$ cat config.mk
export PLATFORM = sky130hd
export DESIGN_NAME = ifetch_stage
export DESIGN_NICKNAME = d
export VERILOG_FILES = /design/src/rtl/ifetch_stage.sv
export SDC_FILE = /design/constraint.sdc
export NUM_CORES = 1
export LEC_CHECK = 0
export CORE_ASPECT_RATIO = 0.7
export CORE_MARGIN = 5
export CORE_UTILIZATION = 33
export DETAILED_ROUTE_END_ITERATION = 8
export GPL_ROUTABILITY_DRIVEN = 1
export MAX_ROUTING_LAYER = met4
export PLACE_DENSITY_LB_ADDON = 0.08
export SYNTH_ARGS = -nofsm -noshare
export SYNTH_HDL_FRONTEND = slang
export SYNTH_SLANG_ARGS = --single-unit
$ cat constraint.sdc
create_clock -name clk -period 4.8 [get_ports clk]
set_input_delay 0.96 -clock clk [delete_from_list [all_inputs] [get_ports clk]]
set_output_delay 0.96 -clock clk [all_outputs]
set_load 0.02 [all_outputs]
$ cat src/rtl/ifetch_stage.sv
// Instruction-fetch stage: owns the fetch PC, drives a one-cycle-latency instruction memory
// and presents the IF/ID slot to decode, honouring stalls and squashing after redirects.
module ifetch_stage #(
    parameter logic [31:0] RESET_PC  = 32'h0000_0000,
    parameter logic [31:0] NOP_INSTR = 32'h0000_0013
) (
    input  logic        clk,
    input  logic        rst_n,
    input  logic        stall,
    input  logic        redirect,
    input  logic [31:0] redirect_pc,
    output logic        imem_en,
    output logic [31:0] imem_addr,
    input  logic [31:0] imem_rdata,
    output logic [31:0] pc_id,
    output logic [31:0] instr_id,
    output logic        valid_id
);

    localparam logic [1:0] StBoot  = 2'd0;
    localparam logic [1:0] StRun   = 2'd1;
    localparam logic [1:0] StHold  = 2'd2;
    localparam logic [1:0] StFlush = 2'd3;

    logic [1:0]  state_q, state_d;
    logic [31:0] fetch_pc_q, fetch_pc_d;
    logic [31:0] pc_id_q, pc_id_d;
    logic [31:0] hold_q, hold_d;
    logic        stl;

    // Target low bits are forced to zero, so they are deliberately unused.
    logic unused_rpc_lsb;
    assign unused_rpc_lsb = ^redirect_pc[1:0];

    // A stall is meaningless while the slot holds a bubble.
    assign stl = stall & valid_id;

    always_comb begin
        state_d    = state_q;
        fetch_pc_d = fetch_pc_q;
        pc_id_d    = pc_id_q;
        hold_d     = hold_q;
        if (redirect) begin
            state_d    = StFlush;
            fetch_pc_d = {redirect_pc[31:2], 2'b00};
        end else if (stl) begin
            state_d = StHold;
            if (state_q == StRun) begin
                hold_d = imem_rdata;
            end
        end else begin
            state_d    = StRun;
            pc_id_d    = fetch_pc_q;
            fetch_pc_d = fetch_pc_q + 32'd4;
        end
    end

    always_ff @(posedge clk) begin
        if (!rst_n) begin
            state_q    <= StBoot;
            fetch_pc_q <= RESET_PC;
            pc_id_q    <= RESET_PC;
            hold_q     <= NOP_INSTR;
        end else begin
            state_q    <= state_d;
            fetch_pc_q <= fetch_pc_d;
            pc_id_q    <= pc_id_d;
            hold_q     <= hold_d;
        end
    end

    always_comb begin
        valid_id = 1'b0;
        instr_id = NOP_INSTR;
        case (state_q)
            StRun: begin
                valid_id = 1'b1;
                instr_id = imem_rdata;
            end
            StHold: begin
                valid_id = 1'b1;
                instr_id = hold_q;
            end
            default: begin
                valid_id = 1'b0;
                instr_id = NOP_INSTR;
            end
        endcase
    end

    assign imem_en   = rst_n;
    assign imem_addr = fetch_pc_q;
    assign pc_id     = pc_id_q;

endmodule

==> flow_summary_export.csv <==
group,metric,value,unit
die,initial_utilization,33.3,%
die,die_area,16400,um^2
routing,route.antenna.remaining_nets,0,
critical_path,crit_required,3.84,ns
pwr,power.ir.vdd_worst,0.159,mV
critical_path,critical_path.startpoint_type,"flop",
clocking,tritoncts_clock_tree,"yes",
pwr,internal_power,1.42,mW
global_routing,grt_pass1_wl,22300,um
run,timing.max_cap.violations,0,
pwr,sequentialPowerShare,43.7,%
pwr,power.density_cell_area,302,nW/um^2
logic_synthesis,top_cells_by_area_in_the_synthesized_netlist,"dfxtp_1 (41%), nand2_1 (12%), a21boi_0 (9.0%), a22oi_1 (4.8%), xor2_1 (3.3%)",
sta,timing.max_slew.rel_slack,10.8,%
pwr,power,1.97,mW
place,gp_routability_congestion,0.768,
clocking,ctsResizeCount,0,
worst_hold_path,hold_path_class,"reg2reg",
die,die_height,109,um
routing,drt-pass1-iter-count,4,
sta,timing.final.max_slew_violations,0,
clocking,clockRootBuffer,"clkbuf_16",
logic_synthesis,synth.cell_area,4580,um^2
finish,layout.cells.non_filler,894,
logic_synthesis,synth_enable_flop_cells,0,
pwr,clockPowerShare,36.6,%
sta,period_needed,3.73,ns
pwr,static-leakage-power,2.35,nW
logic_synthesis,netlist.area_leader.share,41.1,%
finish,fraction_of_layout_instances_using_a_drive_strength_above_1,4.40,%
global_routing,grt_start_max_net_pins,100,
global_routing,global_route.overflow_total,0,
critical_path,path_cells,"inv_1, ha_1, a22oi_1, nor2_1, clkdlybuf4s50_1",
clocking,h_tree_depth,3,
place,hpwlAfterDp,9550,um
routing,route.detailed.vias_per_inst,4.89,
sta,grt_setup_unrepaired,"no",
sta,final_min_period_over_clock_period,77.7,%
logic_synthesis,yosysWarnings,0,
pwr,power_switching_share,27.8,%
routing,dr_total_vias,4370,
die,top_level_ports,166,
place,buffer_ports.inserted,159,
critical_path,cp.arrival,2.77,ns
sta,finalHoldViolCount,0,
sta,worst_pin_slew,1.34,ns
pwr,switching_power,0.546,mW
clocking,clk_pin_slew_worst_paths,0.07,ns
sta,worst_clock_skew,0.00687,ns
place,dp.cells,878,
routing,detail_route.wirelength,13900,um
clocking,cts.repair_timing.setup_buffer_count,0,
sta,maxClockFrequency,0.268,GHz
sta,finalSetupViolCount,0,
routing,drt_first_iter_violations,202,
critical_path,crit_fanout,32,
clocking,cts_hold_buf,0,
logic_synthesis,synth_flop_cell,"dfxtp_1",
die,placementRows,36,
logic_synthesis,netlist.top_cell.by_area,"dfxtp_1",
routing,wl_per_cell,15.6,um
logic_synthesis,synth_async_sr_flop_share,0,%
outcome,status,"complete, no violations",
logic_synthesis,ys_ff_latch,94,
global_routing,grt_usage,17.5,%
global_routing,grt_pass1_vias,4388,
logic_synthesis,synth_cell_type_count,36,
clocking,clock_path_buffers,2,
logic_synthesis,post_synth.cell_area_avg,8.04,um^2
clocking,cts_sinks,94,
finish,area_growth_from_synthesis_to_layout,42.4,%
routing,route.detailed.drc,0,
sta,finalSetupTns,0,ns
pwr,relative_contribution_of_combinational_cells_to_total_power,19.7,%
logic_synthesis,proportion_of_synthesized_chip_area_in_sequential_cells,41.1,%
critical_path,critical_path.slowest_cell,"ha_1",
finish,antennaDiodeCount,0,
clocking,total_cts_buffers,9,
critical_path,worstSetupEndpointType,"output pin",
critical_path,cp_slowest_stage_delay,1.03,ns
global_routing,antenna_found_initial,0,
die,std_cell_core_area,13700,um^2
critical_path,critPathKind,"reg2out",
finish,final_nets,770,
die,chipWidth,151,um
logic_synthesis,synth_cells,569,
clocking,insertion_delay,0.33,ns
flip-flops by register name (all words and copies together) (netlist names):
name / cells
hold_q: 32
imem_addr: 30
pc_id: 30
state_q: 2
final timing paths:
path / start / endpoint / slack, ns / cells past startpoint
hold / removal: hold_q[3]$_SDFFE_PN0P_ / hold_q[3]$_SDFFE_PN0P_ / 0.46 / 2
hold reg to reg: hold_q[3]$_SDFFE_PN0P_ / hold_q[3]$_SDFFE_PN0P_ / 0.46 / 2
setup / recovery: state_q[0]$_SDFF_PN0_ / instr_id[31] / 1.07 / 5
setup reg to reg: state_q[0]$_SDFF_PN0_ / hold_q[18]$_SDFFE_PN0P_ / 1.62 / 7
power groups by stage:
stage | clock, mW | combinational (mW) | sequential, mW
3_5_place_dp | 0 | 0.391 | 0.876
4_1_cts | 0.751 | 0.393 | 0.859
6_report | 0.720 | 0.387 | 0.859
5_1_grt | 0.777 | 0.422 | 0.865
3_3_place_gp | 0 | 0.388 | 0.874
2_1_floorplan | 0 | 0.174 | 0.901
critical path: cells and delay by family, from the launching register on:
kind	cells	cell delay, ns
AO/OA/AOI/OAI	1	0.23
buffers and inverters	2	0.71
AND/OR/NAND/NOR	1	0.16
adder cells (fa/ha/maj)	1	1.03
flip-flops	1	0.31
layout by cell type (no fill, tap or decap), types with 2 or more instances in the layout:
cell and instances:
a21boi_0 55, a21boi_1 4, a21oi_1 16, a221o_1 3, a22oi_1 29, and2_1 9, and3_1 8, and4_1 3
buf_4 7, clkbuf_16 9, clkdlybuf4s50_1 158, clkinvlp_4 2, conb_1 4, dfxtp_1 94, ha_1 3, inv_1 4
nand2_1 143, nand2b_1 8, nand3_1 13, nand4_1 17, nand4b_1 2, nor2_1 35, nor3_1 3, nor3_4 2
o211a_1 8, o211ai_1 3, o21ai_0 21, xnor2_1 10, xor2_1 17
routing by layer:
metal / vias to the layer above / global-route usage (%) / wire length, um
met5: - / - / 0
met4: 0 / 3.36 / 95
met3: 8 / 4.94 / 884
met2: 103 / 27.8 / 6220
met1: 2062 / 22.5 / 6720
li1: 2197 / - / -
cells by family after synthesis:
group / count (synthesis) / synth area share, %
other cells: 1 / 0.0819
flops: 94 / 41.1
xor+xnor: 27 / 5.17
buf+inv: 54 / 5.80
mux: 2 / 0.465
simple gates: 249 / 25.2
compound gates: 139 / 21.4
fa+ha+maj: 3 / 0.820
layout make-up:
| class | instances | area, um^2 |
|---|---|---|
| Multi-Input combinational cell | 424 | 2440 |
| Clock inverter | 5 | 58.8 |
| Fill cell | 1376 | 7220 |
| Sequential cell | 94 | 1880 |
| Clock buffer | 11 | 243 |
| Tap cell | 190 | 238 |
| Inverter | 4 | 15.0 |
| Timing Repair Buffer | 166 | 1640 |
synth_stat cells, types with 8 or more instances:
cell type,count
a21boi_0,55
a21oi_1,16
a22oi_1,29
and2_1,9
and3_1,8
buf_2,14
clkbuf_1,27
dfxtp_1,94
nand2_1,143
nand2b_1,8
nand3_1,13
nand4_1,17
nor2_1,36
o211a_1,8
o21ai_0,21
xnor2_1,10
xor2_1,17
metrics by stage:
step                      util [%]  hold WS, ns  instance area [um^2]  setup WS (ns)
after floorplan                  -        0.435                  4590           2.49
after detailed placement      45.3        0.449                  6220           1.40
final                         47.4        0.460                  6520           1.07
after global routing          47.4        0.487                  6520          0.820
after global placement        45.3        0.441                  6220           1.42
after CTS                     47.4        0.459                  6520           1.03
No activity file was read; power rests on OpenSTA's default activity.
